<file path="src/rtl/alignment.sv">
// ---------------------------------------------------------------------------
// alignment
//   Serial-to-parallel code-group aligner for a 10b line code. Recovered bits
//   are shifted into a 10-bit window; a comma (0011111 / 1100000 in the first
//   seven bits of the window) establishes the code-group boundary. While
//   aligned, one code-group is emitted every 10 bits. A comma seen off the
//   current boundary realigns when ENABLE_CDET is high.
//
// Ports
//   CLK           in   rising-edge clock, one serial bit per cycle
//   RESET         in   asynchronous, active-high
//   RX_BIT        in   recovered serial bit
//   SIGNAL_DETECT in   PMD signal present (low drops alignment)
//   ENABLE_CDET   in   permit comma-based (re)alignment
//   PUDI          out  aligned code-group, PUDI[9] = first bit received (a)
//   PUDI_VALID    out  one-cycle pulse when PUDI updates
//   COMMA_FOUND   out  pulses with PUDI_VALID when the code-group is a comma
//   ALIGNED       out  code-group boundary established
//   REALIGN_CNT   out  realignment event count, saturating at 15
// ---------------------------------------------------------------------------
module alignment (
  input  logic       CLK,
  input  logic       RESET,
  input  logic       RX_BIT,
  input  logic       SIGNAL_DETECT,
  input  logic       ENABLE_CDET,
  output logic [9:0] PUDI,
  output logic       PUDI_VALID,
  output logic       COMMA_FOUND,
  output logic       ALIGNED,
  output logic [3:0] REALIGN_CNT
);

  localparam int DATA_W = 10;

  typedef enum logic {
    ST_UNALIGNED = 1'b0,
    ST_ALIGNED   = 1'b1
  } state_t;

  state_t              state, state_nxt;
  logic [DATA_W-1:0]   sr_p0;
  logic [3:0]          fill_p0;
  logic [3:0]          bc_p0;
  logic                comma_det;
  logic                emit;
  logic                comma_out;
  logic                realign;

  function automatic logic [3:0] sat_inc(input logic [3:0] v, input logic [3:0] lim);
    return (v >= lim) ? lim : v + 4'd1;
  endfunction

  // Only trust the window once it holds ten real bits since the last restart.
  assign comma_det = (fill_p0 == 4'd10) &&
                     ((sr_p0[9:3] == 7'b0011111) || (sr_p0[9:3] == 7'b1100000));

  assign ALIGNED = (state == ST_ALIGNED);

  always_ff @(posedge CLK or posedge RESET) begin
    if (RESET) begin
      state <= ST_UNALIGNED;
    end else begin
      state <= state_nxt;
    end
  end

  // Loss of signal outranks every comma event in the same cycle.
  always_comb begin
    state_nxt = state;
    emit      = 1'b0;
    comma_out = 1'b0;
    realign   = 1'b0;
    if (!SIGNAL_DETECT) begin
      state_nxt = ST_UNALIGNED;
    end else begin
      case (state)
        ST_UNALIGNED: begin
          if (comma_det && ENABLE_CDET) begin
            emit      = 1'b1;
            comma_out = 1'b1;
            realign   = 1'b1;
            state_nxt = ST_ALIGNED;
          end
        end
        ST_ALIGNED: begin
          if (bc_p0 == 4'd9) begin
            // On-boundary comma is a normal emission, not a realignment.
            emit      = 1'b1;
            comma_out = comma_det;
          end else if (comma_det && ENABLE_CDET) begin
            emit      = 1'b1;
            comma_out = 1'b1;
            realign   = 1'b1;
          end
        end
        default: state_nxt = ST_UNALIGNED;
      endcase
    end
  end

  // ---- stage p0: serial window, fill and bit counters ----
  always_ff @(posedge CLK or posedge RESET) begin
    if (RESET) begin
      sr_p0   <= '0;
      fill_p0 <= '0;
      bc_p0   <= '0;
    end else begin
      sr_p0 <= {sr_p0[DATA_W-2:0], RX_BIT};
      if (!SIGNAL_DETECT) begin
        fill_p0 <= '0;
        bc_p0   <= '0;
      end else begin
        fill_p0 <= sat_inc(fill_p0, 4'd10);
        if (emit || (state != ST_ALIGNED)) begin
          bc_p0 <= '0;
        end else begin
          bc_p0 <= bc_p0 + 4'd1;
        end
      end
    end
  end

  // ---- stage p1: parallel output register ----
  always_ff @(posedge CLK or posedge RESET) begin
    if (RESET) begin
      PUDI        <= '0;
      PUDI_VALID  <= 1'b0;
      COMMA_FOUND <= 1'b0;
      REALIGN_CNT <= '0;
    end else begin
      PUDI_VALID  <= emit;
      COMMA_FOUND <= comma_out;
      if (emit) begin
        PUDI <= sr_p0;
      end
      if (realign) begin
        REALIGN_CNT <= sat_inc(REALIGN_CNT, 4'd15);
      end
    end
  end

endmodule
</file>
<file path="config.mk">
export PLATFORM = sky130hd
export DESIGN_NAME = alignment
export DESIGN_NICKNAME = d
export VERILOG_FILES = /design/src/rtl/alignment.sv
export SDC_FILE = /design/constraint.sdc
export NUM_CORES = 1
export LEC_CHECK = 0
export BUFFER_PORTS_ARGS = -buffer_cell sky130_fd_sc_hd__buf_4
export CAP_MARGIN = 10
export CORE_ASPECT_RATIO = 0.5
export CORE_MARGIN = 8
export CORE_UTILIZATION = 40
export CTS_CLUSTER_DIAMETER = 100
export DETAILED_ROUTE_END_ITERATION = 10
export PLACE_DENSITY = 0.66
export SYNTH_ARGS = -nofsm -noshare
export SYNTH_HDL_FRONTEND = slang
export SYNTH_SLANG_ARGS = --single-unit
</file>
<file path="constraint.sdc">
create_clock -name CLK -period 3.1 [get_ports CLK]
set_input_delay 0.155 -clock CLK [delete_from_list [all_inputs] [get_ports CLK]]
set_output_delay 0.155 -clock CLK [all_outputs]
set_load 0.005 [all_outputs]
</file>
# Word level (Yosys, flattened, before mapping)
# Cells that the tools add are included.
# Widths: inputs -> output; s select.
word_totals:
  reg_bits: 35
  input_bits: 5
  output_inout_bits: 17
  wordCells: 39
op_classes:
  add_sub_neg: 3
  order_cmp: 2
  n_eq_ne: 4
  n_mux: 17
  bitwise_logic: 1
  reduce_logical: 4
op_table:
  columns: ["cell", "n"]
  rows:
  - ["$mux 4", 5]
  - ["$add 4x1->4 const B", 3]
  - ["$mux 1", 9]
  - ["$eq 4x4->1 const B", 2]
  - ["$ge 4x4->1 const B", 2]
  - ["$eq 7x5->1 const B", 1]
  - ["$eq 7x7->1 const B", 1]
  - ["$pmux 1 s2", 3]
  - ["$logic_and 1x1->1", 2]
  - ["$logic_or 1x1->1", 2]
  - ["$not 1->1", 1]

# Longest topological paths before layout
depth:
  ltp_word: 11
  ltp_mapped: 8
  mapped_depth_nobuf: 7

# Worst setup path before layout
# Ideal clock, no wire load.
synth_path:
  path_type: "register to register"
  startpoint: "register sr_p0[4]"
  endpoint: "register PUDI[0]"
  arrival_time_ps: 1614
  setup_slack_ps: 1361
  path_stages_with_launch: 7
  path_cell_list: "dfrtp_1 nor4b_1 and3_2 o211ai_2 a21boi_2 buf_6 mux2_4"
synth_between:
  elab_chain_cells: 8
synth_lines:
  columns: ["element", "line", "text"]
  rows:
  - ["start: declaration", "42", "logic [DATA_W-1:0] sr_p0;"]
  - ["start signal: assignment", "109", "sr_p0 <= {sr_p0[DATA_W-2:0], RX_BIT};"]
  - ["$eq 7x5->1 / $eq 7x7->1 (equally long branches)", "56", "((sr_p0[9:3] == 7'b0011111) || (sr_p0[9:3] == 7'b1100000));"]
  - ["$logic_or 1x1->1 (*)", "56", null]
  - ["$logic_and 1x1->1 (*)", "55", "assign comma_det = (fill_p0 == 4'd10) &&"]
  - ["$logic_and 1x1->1 (*)", "79, 91", null]
  - ["$mux 1 (*)", "79, 91", null]
  - ["$mux 1", "87", "if (bc_p0 == 4'd9) begin"]
  - ["$pmux 1 s2 (*)", "77", "case (state)"]
  - ["$mux 1 (*)", "74", "if (!SIGNAL_DETECT) begin"]
  - ["named net emit", "46", "logic emit;"]
  - ["end signal: assignment", "135", "PUDI <= sr_p0;"]
  - ["end: declaration", "27", "output logic [9:0] PUDI,"]
# Mark *: on every way through the listed nets, which the timed path passes. The rest lies on a longest branch.
# A chain may end at the register's enable or synchronous reset.

# Worst setup path in the final report
layout_path:
  startpoint: "register fill_p0[0]"
  endpoint: "register PUDI[5]"
layout_between:
  elab_chain_cells: 7
layout_lines:
  columns: ["element", "line", "text"]
  rows:
  - ["start: declaration", "43", "logic [3:0] fill_p0;"]
  - ["start signal: assignment", "114", "fill_p0 <= sat_inc(fill_p0, 4'd10);"]
  - ["$eq 4x4->1 (*)", "55", null]
  - ["$logic_and 1x1->1 (*)", "55", null]
  - ["$logic_and 1x1->1 (*)", "79, 91", null]
  - ["$mux 1 (*)", "79, 91", null]
  - ["$mux 1", "87", null]
  - ["$pmux 1 s2 (*)", "77", null]
  - ["$mux 1 (*)", "74", null]
# Every way passes the cells marked *; elsewhere a longest branch is shown, timed or not.

==> impl_metrics.py <==
metrics = {
    "timing": {
        "report.final.hold_viol_count": 0,
        "finalWorstPathRequiredPeriod_ps": 2220,
        "layout_worst_path_cycle_share_pct": 71.7,
        "finalClockSkew_ps": 3.82,
        "maxSlewHeadroom_pct": 36.0,
        "grt_setup_unrepaired": "false",
        "report.final.setup_viol": 0,
        "max_slew.worst_pin.slew_ps": 959,
        "timing.fmax_mhz": 450,
        "slew_violations": 0,
        "setup-tns-final_ps": 0,
    },
    "setup_path": {
        "worst-setup-path-type": "flop to flop",
        "critical_path_arrival_ps": 2390,
        "critical_path_peak_fanout": 11,
        "cp-end-kind": "flop",
        "worstPathRequired_ps": 3270,
        "crit_path_start_kind": "flop",
    },
    "grt": {
        "pin_count_of_the_biggest_net_entering_global_routing": 27,
        "grt_pass1_vias": 850,
        "global_route_wire_length_before_repair_mm": 4.11,
        "grt_antenna_before_repair": 0,
        "grt-ovfl-total": 0,
        "total_routing_usage_gr_pct": 9.24,
    },
    "power_and_ir_drop": {
        "ir_worst_vdd_mv": 0.211,
        "power.static_leakage_nw": 0.849,
        "powerDensity_nw_per_um2": 493,
        "finalPower_mw": 0.855,
    },
    "clock_tree": {
        "cts_made_buffers": 5,
        "cts-root-buf": "clkbuf_8",
        "cts-htree-levels": 2,
        "cts_sinks": 35,
        "cts.repair_timing.setup_buffer_count": 0,
        "cts_tree": "yes",
        "ctsResizeCount": 0,
        "max-clock-path-buffers": 2,
        "clk_pin_slew_worst_paths_ps": 70,
        "clk-insertion-delay-late_ps": 280,
    },
    "yosys": {
        "netlist.top_cell.by_area": "dfrtp_1",
        "synthAdderAreaFrac_pct": 4.44,
        "synth_xor_xnor_area_share_pct": 1.24,
        "synth_largest_type_area_fraction_pct": 62.2,
        "synth-seq-cells": 35,
        "synth-simple-area-share_pct": 10.7,
        "postSynthNetCount": 114,
        "netlist_top_cells_area": "dfrtp_1 (62%), mux2_4 (9.6%), ha_1 (4.4%), nor2_1 (2.4%), inv_1 (1.6%)",
        "synthesis.area_um2": 1410,
        "synth_compound_gate_area_share_pct": 7.82,
        "synth_warnings": 0,
        "synthMuxAreaShare_pct": 11.2,
        "netlist-cell-type-count": 29,
        "synth-seq-area-share_pct": 62.2,
        "synth_instances": 104,
        "synth.avg_cell_area_um2": 13.5,
        "combinational_family_with_the_most_area_after_synthesis": "multiplexers",
    },
    "route": {
        "drt_first_iter_violations": 31,
        "drt-wirelength-per-cell_um": 12.6,
        "firstDrtPassIters": 4,
        "final_antenna_net_count": 0,
        "via_count": 843,
        "post-route-drc-count": 0,
        "final_wirelength_mm": 2.33,
        "viasPerCell": 4.56,
    },
    "floorplan": {
        "placementRows": 15,
        "initial_utilization_pct": 41.5,
        "io-pin-count": 22,
        "total_core_area_um2": 3400,
        "floorplan_die_area_um2": 5790,
        "chipWidth_um": 99.9,
        "fp.dieH_um": 58.0,
    },
    "cells_and_area": {
        "flow.area_growth_from_synthesis_pct": 23.3,
        "fraction_of_layout_instances_using_a_drive_strength_above_1_pct": 32.8,
        "finalNetCount": 143,
        "layout.cells.most_common_list": "dfrtp_1 (35), buf_4 (22), nor2_1 (9), mux2_4 (9), clkbuf_8 (7)",
        "most_frequent_standard_cell_in_the_layout_excluding_fill_and_tap_cells": "dfrtp_1",
        "antenna-diode-count": 0,
    },
    "run": {
        "maxCapViolations": 0,
    },
    "place": {
        "portBuffers": 21,
        "gp_congestion": 0.760,
        "detailed_placement_wirelength_estimate_mm": 1.67,
    },
    "run_status": {
        "run_status": "finished clean",
    },
    "hold_path": {
        "holdCritPathClass": "input port to asynchronous set/reset pin",
    },
}
==> logic make-up after synthesis <==
logic type      count (synthesis)
flops                          35
xor+xnor                        2
buf+inv                         7
mux                            11
simple gates                   29
fa+ha+maj                       5
compound gates                 15
==> layout make-up <==
type | instances | area, um^2
Fill cell | 296 | 1660
Sequential cell | 35 | 876
Multi-Input combinational cell | 62 | 499
Timing Repair Buffer | 23 | 175
Clock buffer | 8 | 100
Tap cell | 51 | 63.8
Inverter | 6 | 22.5
==> report_power, final <==
group / total, mW / internal [mW] / switching (mW)
Clock: 0.353 / 0.203 / 0.150
Combinational: 0.0261 / 0.0109 / 0.0151
Sequential: 0.476 / 0.467 / 0.00960
Total: 0.855 / 0.680 / 0.175
==> timing repair <==
action / CTS / global route
hold buffers: 1 / 0
endpoints found under the hold margin: 1 / 0
endpoints found under the setup margin: 0 / 0
==> routing by layer <==
layer / up-vias / GRT usage, % / wire length (um)
met2: 14 / 12.8 / 984
met3: 7 / 3.82 / 95
met1: 405 / 11.7 / 1200
li1: 417 / - / -
met5: - / 0 / 0
met4: 0 / 5.76 / 51
==> Yosys cell counts <==
| library cell | count |
|---|---|
| a21boi_0 | 2 |
| a21boi_2 | 1 |
| a21oi_1 | 1 |
| a31oi_1 | 3 |
| and2_1 | 2 |
| and3_1 | 1 |
| and3_2 | 1 |
| buf_6 | 1 |
| dfrtp_1 | 35 |
| ha_1 | 5 |
| inv_1 | 6 |
| mux2_2 | 2 |
| mux2_4 | 9 |
| nand2_1 | 4 |
| nand2b_1 | 1 |
| nand3_1 | 4 |
| nand4_1 | 1 |
| nand4b_1 | 2 |
| nor2_1 | 9 |
| nor2b_1 | 2 |
| nor3_1 | 1 |
| nor4b_1 | 1 |
| o2111a_2 | 1 |
| o211ai_2 | 1 |
| o21a_1 | 1 |
| o21ai_0 | 4 |
| o31ai_1 | 1 |
| xnor2_1 | 1 |
| xor2_1 | 1 |
==> per-stage QoR <==
step | setup slack [ps] | util [%] | instance area (um^2) | hold slack [ps] | cells
after floorplan | 1360 | - | 1410 | 186 | 104
final | 879 | 51.1 | 1740 | 94.3 | 185
after detailed placement | 849 | 47.9 | 1630 | 266 | 176
after global placement | 889 | 47.9 | 1630 | 267 | 176
after global routing | 618 | 51.1 | 1740 | 155 | 185
after CTS | 834 | 51.1 | 1740 | 128 | 185
==> worst max-delay path, cell delays in order, from the launching register on <==
cell and delay (ps):
dfrtp_1 400, inv_1 80, ha_1 190, nand2_1 60, nor2_1 180, o211ai_2 150
a21boi_2 640, mux2_2 410
==> flip-flops by register name, indices dropped and copies added (netlist names) <==
signal / cells
PUDI: 10
sr_p0: 10
REALIGN_CNT: 4
bc_p0: 4
fill_p0: 4
ALIGNED: 1
COMMA_FOUND: 1
PUDI_VALID: 1
==> path summary, 6_finish.rpt <==
| path | start | endpoint | depth (start not counted) | slack (ps) |
|---|---|---|---|---|
| max reg2reg | fill_p0[0] | PUDI[5] | 7 | 880 |
| max in group asynchronous | RESET | PUDI[6] | 3 | 2310 |
| max | fill_p0[0] | PUDI[5] | 7 | 880 |
| min reg2reg | sr_p0[1] | sr_p0[2] | 0 | 380 |
| min | RESET | bc_p0[3] | 2 | 90 |
| min in group CLK | SIGNAL_DETECT | fill_p0[2] | 2 | 140 |
Power figures use the tool's default switching activity.
